### src/rtl/apb_mon_pkg.sv
// Shared types and helpers for the APB protocol monitor.
// Holds the phase FSM states, the violation codes and the lowest-code encoder.
package apb_mon_pkg;

    localparam int ERR_W    = 3;
    localparam int STICKY_W = 8;

    typedef enum logic [1:0] {
        SYNC   = 2'd0,
        IDLE   = 2'd1,
        SETUP  = 2'd2,
        ACCESS = 2'd3
    } mon_state_e;

    typedef enum logic [ERR_W-1:0] {
        E_NONE        = 3'd0,
        E_MULTI_SEL   = 3'd1,
        E_EN_NO_SETUP = 3'd2,
        E_NO_ENABLE   = 3'd3,
        E_UNSTABLE    = 3'd4,
        E_ABORT       = 3'd5,
        E_TIMEOUT     = 3'd6,
        E_STRB_READ   = 3'd7
    } err_code_e;

    // Lowest-numbered violation wins when several fire in one cycle.
    function automatic logic [ERR_W-1:0] lowest_err(input logic [STICKY_W-1:0] vec);
        logic [ERR_W-1:0] code;
        code = E_NONE;
        for (int i = STICKY_W - 1; i >= 1; i--) begin
            if (vec[i]) code = ERR_W'(i);
        end
        return code;
    endfunction

endpackage

### src/rtl/apb_mon_sat_cnt.sv
// Saturating up-counter with synchronous clear.
// A clear coinciding with an increment leaves the count at one.
module apb_mon_sat_cnt #(
    parameter int W = 16
) (
    input  logic         clk,
    input  logic         rst_n,
    input  logic         inc,
    input  logic         clr,
    output logic [W-1:0] count
);

    always_ff @(posedge clk or negedge rst_n) begin
        if (!rst_n) begin
            count <= '0;
        end else if (clr) begin
            count <= inc ? W'(1) : '0;
        end else if (inc && (count != '1)) begin
            count <= count + W'(1);
        end
    end

endmodule

### src/rtl/apb_protocol_monitor.sv
// Passive APB3/APB4 monitor: phase tracking, protocol checks, transfer capture
// and saturating statistics. Every output is registered.
module apb_protocol_monitor
    import apb_mon_pkg::*;
#(
    parameter int PADDR_SIZE = 32,
    parameter int PDATA_SIZE = 32,
    parameter int NUM_SEL    = 1,
    parameter int TIMEOUT    = 16,
    parameter int CNT_W      = 16
) (
    input  logic                        clk,
    input  logic                        rst,
    input  logic                        clr,
    input  logic [NUM_SEL-1:0]          PSEL,
    input  logic                        PENABLE,
    input  logic [PADDR_SIZE-1:0]       PADDR,
    input  logic                        PWRITE,
    input  logic [PDATA_SIZE/8-1:0]     PSTRB,
    input  logic [PDATA_SIZE-1:0]       PWDATA,
    input  logic [PDATA_SIZE-1:0]       PRDATA,
    input  logic                        PREADY,
    input  logic                        PSLVERR,
    output logic                        mon_valid,
    output logic [$clog2(NUM_SEL):0]    mon_sel,
    output logic [PADDR_SIZE-1:0]       mon_addr,
    output logic                        mon_write,
    output logic [PDATA_SIZE/8-1:0]     mon_strb,
    output logic [PDATA_SIZE-1:0]       mon_data,
    output logic                        mon_slverr,
    output logic [CNT_W-1:0]            mon_waits,
    output logic                        err_valid,
    output logic [ERR_W-1:0]            err_code,
    output logic [STICKY_W-1:0]         err_sticky,
    output logic [CNT_W-1:0]            xfer_cnt,
    output logic [CNT_W-1:0]            err_cnt,
    output logic [CNT_W-1:0]            slverr_cnt,
    output logic [CNT_W-1:0]            wait_max
);

    localparam int STRB_W = PDATA_SIZE / 8;
    localparam int SEL_W  = $clog2(NUM_SEL) + 1;

    mon_state_e              r_state;
    mon_state_e              w_next;
    logic [NUM_SEL-1:0]      r_psel;
    logic [SEL_W-1:0]        r_sel_idx;
    logic [SEL_W-1:0]        w_sel_idx;
    logic [PADDR_SIZE-1:0]   r_addr;
    logic                    r_write;
    logic [STRB_W-1:0]       r_strb;
    logic [PDATA_SIZE-1:0]   r_wdata;
    logic                    r_timeout_seen;
    logic [CNT_W-1:0]        w_waits;
    logic                    w_sel_any;
    logic                    w_multi;
    logic                    w_new_setup;
    logic                    w_unstable;
    logic                    w_capture;
    logic                    w_access;
    logic                    w_complete;
    logic                    w_wait_inc;
    logic [STICKY_W-1:0]     w_err;

    always_comb begin
        w_sel_idx = '0;
        for (int i = NUM_SEL - 1; i >= 0; i--) begin
            if (PSEL[i]) w_sel_idx = SEL_W'(i);
        end
    end

    assign w_sel_any   = |PSEL;
    assign w_multi     = (PSEL & (PSEL - NUM_SEL'(1))) != '0;
    assign w_new_setup = w_sel_any && !PENABLE;
    assign w_unstable  = (PSEL != r_psel) || (PADDR != r_addr) || (PWRITE != r_write) ||
                         (PSTRB != r_strb) || (r_write && (PWDATA != r_wdata));

    always_ff @(posedge clk or negedge rst) begin
        if (!rst) begin
            r_state <= SYNC;
        end else begin
            r_state <= w_next;
        end
    end

    // A SETUP cycle followed by a valid enable is already the first access
    // cycle, so it shares the ACCESS checks; zero-wait transfers complete there.
    always_comb begin
        w_next     = r_state;
        w_err      = '0;
        w_capture  = 1'b0;
        w_access   = 1'b0;
        w_complete = 1'b0;
        w_wait_inc = 1'b0;
        case (r_state)
            SYNC: begin
                if (!PENABLE) w_next = IDLE;
            end
            IDLE: begin
                if (PENABLE) begin
                    w_err[E_EN_NO_SETUP] = 1'b1;
                end else if (w_sel_any) begin
                    w_capture = 1'b1;
                    w_next    = SETUP;
                end
            end
            SETUP: begin
                if (PENABLE && (PSEL == r_psel)) begin
                    w_access = 1'b1;
                end else begin
                    w_err[E_NO_ENABLE] = 1'b1;
                    w_capture          = w_new_setup;
                    w_next             = w_new_setup ? SETUP : IDLE;
                end
            end
            ACCESS: begin
                if ((!PENABLE || !w_sel_any) && !PREADY) begin
                    w_err[E_ABORT] = 1'b1;
                    w_capture      = w_new_setup;
                    w_next         = w_new_setup ? SETUP : IDLE;
                end else begin
                    w_access = 1'b1;
                end
            end
            default: w_next = SYNC;
        endcase

        if (w_access) begin
            if (w_unstable) w_err[E_UNSTABLE] = 1'b1;
            if (PREADY) begin
                w_complete = 1'b1;
                w_next     = IDLE;
            end else begin
                w_wait_inc = 1'b1;
                w_next     = ACCESS;
                if (!r_timeout_seen && (32'(w_waits) == 32'(TIMEOUT - 1))) begin
                    w_err[E_TIMEOUT] = 1'b1;
                end
            end
        end

        if (w_capture && !PWRITE && (PSTRB != '0)) w_err[E_STRB_READ] = 1'b1;
        if ((r_state != SYNC) && w_multi) w_err[E_MULTI_SEL] = 1'b1;
    end

    always_ff @(posedge clk or negedge rst) begin
        if (!rst) begin
            r_psel         <= '0;
            r_sel_idx      <= '0;
            r_addr         <= '0;
            r_write        <= 1'b0;
            r_strb         <= '0;
            r_wdata        <= '0;
            r_timeout_seen <= 1'b0;
        end else begin
            if (w_capture) begin
                r_psel    <= PSEL;
                r_sel_idx <= w_sel_idx;
                r_addr    <= PADDR;
                r_write   <= PWRITE;
                r_strb    <= PSTRB;
                r_wdata   <= PWDATA;
            end
            if (w_capture) begin
                r_timeout_seen <= 1'b0;
            end else if (w_err[E_TIMEOUT]) begin
                r_timeout_seen <= 1'b1;
            end
        end
    end

    always_ff @(posedge clk or negedge rst) begin
        if (!rst) begin
            mon_valid  <= 1'b0;
            mon_sel    <= '0;
            mon_addr   <= '0;
            mon_write  <= 1'b0;
            mon_strb   <= '0;
            mon_data   <= '0;
            mon_slverr <= 1'b0;
            mon_waits  <= '0;
            err_valid  <= 1'b0;
            err_code   <= '0;
            err_sticky <= '0;
            wait_max   <= '0;
        end else begin
            mon_valid <= w_complete;
            if (w_complete) begin
                mon_sel    <= r_sel_idx;
                mon_addr   <= r_addr;
                mon_write  <= r_write;
                mon_strb   <= r_strb;
                mon_data   <= r_write ? PWDATA : PRDATA;
                mon_slverr <= PSLVERR;
                mon_waits  <= w_waits;
            end
            err_valid  <= |w_err;
            err_code   <= lowest_err(w_err);
            err_sticky <= (clr ? '0 : err_sticky) | w_err;
            if (clr) begin
                wait_max <= w_complete ? w_waits : '0;
            end else if (w_complete && (w_waits > wait_max)) begin
                wait_max <= w_waits;
            end
        end
    end

    apb_mon_sat_cnt #(.W(CNT_W)) u_wait_cnt (
        .clk   (clk),
        .rst_n (rst),
        .inc   (w_wait_inc),
        .clr   (w_capture),
        .count (w_waits)
    );

    apb_mon_sat_cnt #(.W(CNT_W)) u_xfer_cnt (
        .clk   (clk),
        .rst_n (rst),
        .inc   (w_complete),
        .clr   (clr),
        .count (xfer_cnt)
    );

    apb_mon_sat_cnt #(.W(CNT_W)) u_err_cnt (
        .clk   (clk),
        .rst_n (rst),
        .inc   (|w_err),
        .clr   (clr),
        .count (err_cnt)
    );

    apb_mon_sat_cnt #(.W(CNT_W)) u_slverr_cnt (
        .clk   (clk),
        .rst_n (rst),
        .inc   (w_complete && PSLVERR),
        .clr   (clr),
        .count (slverr_cnt)
    );

endmodule

### config.mk
export PLATFORM = sky130hd
export DESIGN_NAME = apb_protocol_monitor
export DESIGN_NICKNAME = d
export VERILOG_FILES = /design/src/rtl/apb_mon_pkg.sv /design/src/rtl/apb_mon_sat_cnt.sv /design/src/rtl/apb_protocol_monitor.sv
export SDC_FILE = /design/constraint.sdc
export NUM_CORES = 1
export LEC_CHECK = 0
export ABC_AREA = 1
export BUFFER_PORTS_ARGS = -buffer_cell sky130_fd_sc_hd__buf_2
export CORE_UTILIZATION = 25
export DETAILED_ROUTE_END_ITERATION = 8
export HOLD_SLACK_MARGIN = 0.05
export PLACE_DENSITY = 0.49
export SYNTH_ARGS = -nofsm -noshare
export SYNTH_HDL_FRONTEND = slang
export SYNTH_SLANG_ARGS = --single-unit
export TNS_END_PERCENT = 1
### constraint.sdc
create_clock -name clk -period 5.3 [get_ports clk]
set_input_delay 0.795 -clock clk [delete_from_list [all_inputs] [get_ports clk]]
set_output_delay 0.795 -clock clk [all_outputs]
set_load 0.005 [all_outputs]
==> qor.yml <==
yosys:
  synth_cell_types: 50
  synth_area_um2: 12500
  ys_async_sr_fraction_pct: 100
  seq_area_frac_synth_pct: 50.2
  synth-edff-count: 0
  ys_seq_elements: 251
  syn_area_per_cell_um2: 7.95
  synth_flop_cell: "dfrtp_1"
  synthCells: 1573
  yosysWarnings: 0
sta:
  grt_setup_unrepaired: "no"
  final.min_clock_period_ps: 2710
  fin_tns_setup_ps: 0
  fin_skew_ps: 17.1
  setup_viol_count_final: 0
  fmax_mhz: 370
  whs_ps: 272
  hold_viol_final: 0
  worst_slew_pin_slew_ps: 975
  relSlewSlack_pct: 35.0
  slew_viol_final: 0
  min_period_over_period_pct: 51.0
setup_path:
  cpPeakStageDelay_ps: 380
  reg2reg_slack_ps: 2590
  endpoint_kind: "flip-flop"
  cp_max_fo: 36
  worst-setup-path-type: "reg -> reg"
  cp-startpoint: "r_write"
  cp.arrival_ps: 3100
  cp-start-kind: "flip-flop"
  reg2reg_depth: 16
  crit_required_ps: 5700
  crit_path_top_delay_cell: "buf_4"
  crit_chain: "buf_4, inv_4, nand2_1, o21ai_1, nor2_1, nand2_1, nor2_1, nand3_1, nor2_1, nand2_1, nand2_1, nand3_4, nand2_4, nand2_4, nand2_1, nand2_1"
  crit_path_frequent_cell: "nand2_1"
  r2r_start: "r_write"
cells_and_area:
  layout_commonest_cell: "nand2_1"
  drive_gt1_share_pct: 19.7
  area_growth_syn_to_layout_pct: 25.6
  layout_common_cells: "nand2_1 (509), buf_2 (268), dfrtp_1 (251), inv_1 (161), nor2_1 (137)"
  nets: 1955
  postLayoutCoreUtil_pct: 31.9
  fillers: 5269
clock_tree:
  cts_setup_buffers: 0
  cts_root_buf: "clkbuf_16"
  clkSinkCount: 251
  cts.clk_slew.worst_paths_ps: 60
  cts_buffers: 34
  worstSkewPairLatency_ps: 530
  cts_hold_buf: 0
  clockBufferDepth: 3
  htreeDepth: 2
  cts_resized: 0
  tritoncts: "done"
power:
  p_comb_share_pct: 21.8
  power_mw: 6.45
  clkPwrFrac_pct: 37.1
  cellPowerDensity_nw_per_um2: 411
  ir_worst_vdd_v: 0.000219
  switching_share_pct: 30.5
  p_int_mw: 4.49
  seq_power_share_pct: 41.0
  p_leak_nw: 7.91
  p_sw_mw: 1.97
die:
  placeableCoreArea_um2: 49200
  start_util_pct: 25.4
  die_w_um: 226
  die_h_um: 226
  die-area_um2: 50900
  num_io_pins: 272
  rows: 81
global_routing:
  grt.total_usage_pct: 14.8
  antenna_found_initial: 4
  grt_pass1_wl_um: 59600
  grt_max_degree: 116
  grt_pass1_vias: 11000
  overflow: 0
detailed_routing:
  final_antenna_net_count: 0
  vias: 10900
  dr.pass1.iters: 7
  drt_iter0_drc: 577
  drc: 0
  wl_per_cell_um: 14.7
  viasPerCell: 4.33
  wl_um: 36900
job:
  drv_cap: 0
placed_design:
  dpl.hpwl_um: 26400
  portBuffers: 269
  gp_congestion: 0.858
min_path:
  hold_class: "in -> async"
outcome:
  status: "finished clean"
cells by family after synthesis:
group | Yosys count | synth area share, %
compound gates | 222 | 9.98
flops | 251 | 50.2
buf+inv | 228 | 7.13
simple gates | 790 | 26.4
other cells | 1 | 0.0300
xor+xnor | 61 | 4.27
fa+ha+maj | 20 | 2.00
through the flow:
stage               area, um^2  setup WS [ps]  cells
CTS                      15700           2510   2515
global route             15700           2310   2516
global placement         14500           2130   2455
floorplan                12500           3150   1574
detailed placement       14500           2130   2455
finish                   15700           2590   2518
metal layers:
layer,global-route usage [%],vias to the layer above,wire length (um)
li1,-,5511,-
met1,19.4,5086,17100
met2,24.0,260,16800
met3,3.46,53,2260
met4,4.45,2,751
met5,0,-,9
synth_stat cells (2+ instances only):
library cell / count / area share, %
nand2_2: 9 / 0.45
xor2_1: 36 / 2.5
nand2_1: 509 / 15
nor2_4: 4 / 0.36
ha_1: 20 / 2.0
a21oi_1: 30 / 1.2
a31oi_1: 33 / 1.7
nor3_1: 26 / 1.0
nor3_4: 2 / 0.26
dfrtp_1: 251 / 50
o21a_1: 2 / 0.12
a22oi_1: 2 / 0.12
clkbuf_1: 46 / 1.4
nand3_1: 63 / 2.5
xnor2_1: 25 / 1.8
nor3_2: 2 / 0.16
nor4_1: 7 / 0.35
nor2_2: 6 / 0.30
buf_2: 5 / 0.20
o21ai_0: 128 / 5.1
buf_4: 3 / 0.18
o21ai_1: 6 / 0.24
nor2_1: 137 / 4.1
inv_2: 3 / 0.090
buf_1: 4 / 0.12
nand4_1: 16 / 0.80
inv_1: 163 / 4.9
o31ai_1: 10 / 0.60
nand2_4: 3 / 0.27
buf_6: 2 / 0.18
flip-flops by register name, indices dropped and copies added, names as in the netlist:
name / cells
u_wait_cnt.count: 16
r_timeout_seen: 1
mon_waits: 16
err_code: 3
wait_max: 16
mon_addr: 32
r_wdata: 32
r_write: 1
r_strb: 4
r_psel: 1
u_xfer_cnt.count: 16
mon_write: 1
err_valid: 1
u_err_cnt.count: 16
mon_data: 32
u_slverr_cnt.count: 16
r_state: 2
r_addr: 32
err_sticky: 7
mon_slverr: 1
mon_strb: 4
mon_valid: 1
final timing paths:
path                                        to
setup / recovery           u_err_cnt.count[12]
hold / removal                     wait_max[5]
hold reg to reg                    mon_strb[2]
setup reg to reg           u_err_cnt.count[12]
max in group asynchronous          r_wdata[23]
min in group clk                   mon_strb[2]
worst max-delay path, delay by kind of cell (launching register included):
family / cells / cell delay (ps)
compound gates: 1 / 60
buf+inv: 2 / 660
flops: 1 / 320
simple gates: 13 / 1510
final cells by class:
class | count | area (um^2) | area share [%]
inverters | 168 | 633 | 4.03
multi-input cells | 1095 | 5340 | 34.0
flip-flops and latches | 251 | 6280 | 40.0
well taps | 664 | 831 | 5.29
diodes | 3 | 7.51 | 0.0478
repair buffers | 277 | 1430 | 9.10
clock buffers | 55 | 1070 | 6.84
clock inverters | 5 | 103 | 0.654
power by group through the flow:
stage	registers, mW	logic [mW]	clock network (mW)
floorplan	2.67	0.767	0
global placement	2.66	1.43	0
detailed placement	2.68	1.45	0
CTS	2.65	1.45	2.48
global route	2.71	1.64	2.55
finish	2.65	1.41	2.40
(Power assumes the default switching activity.)
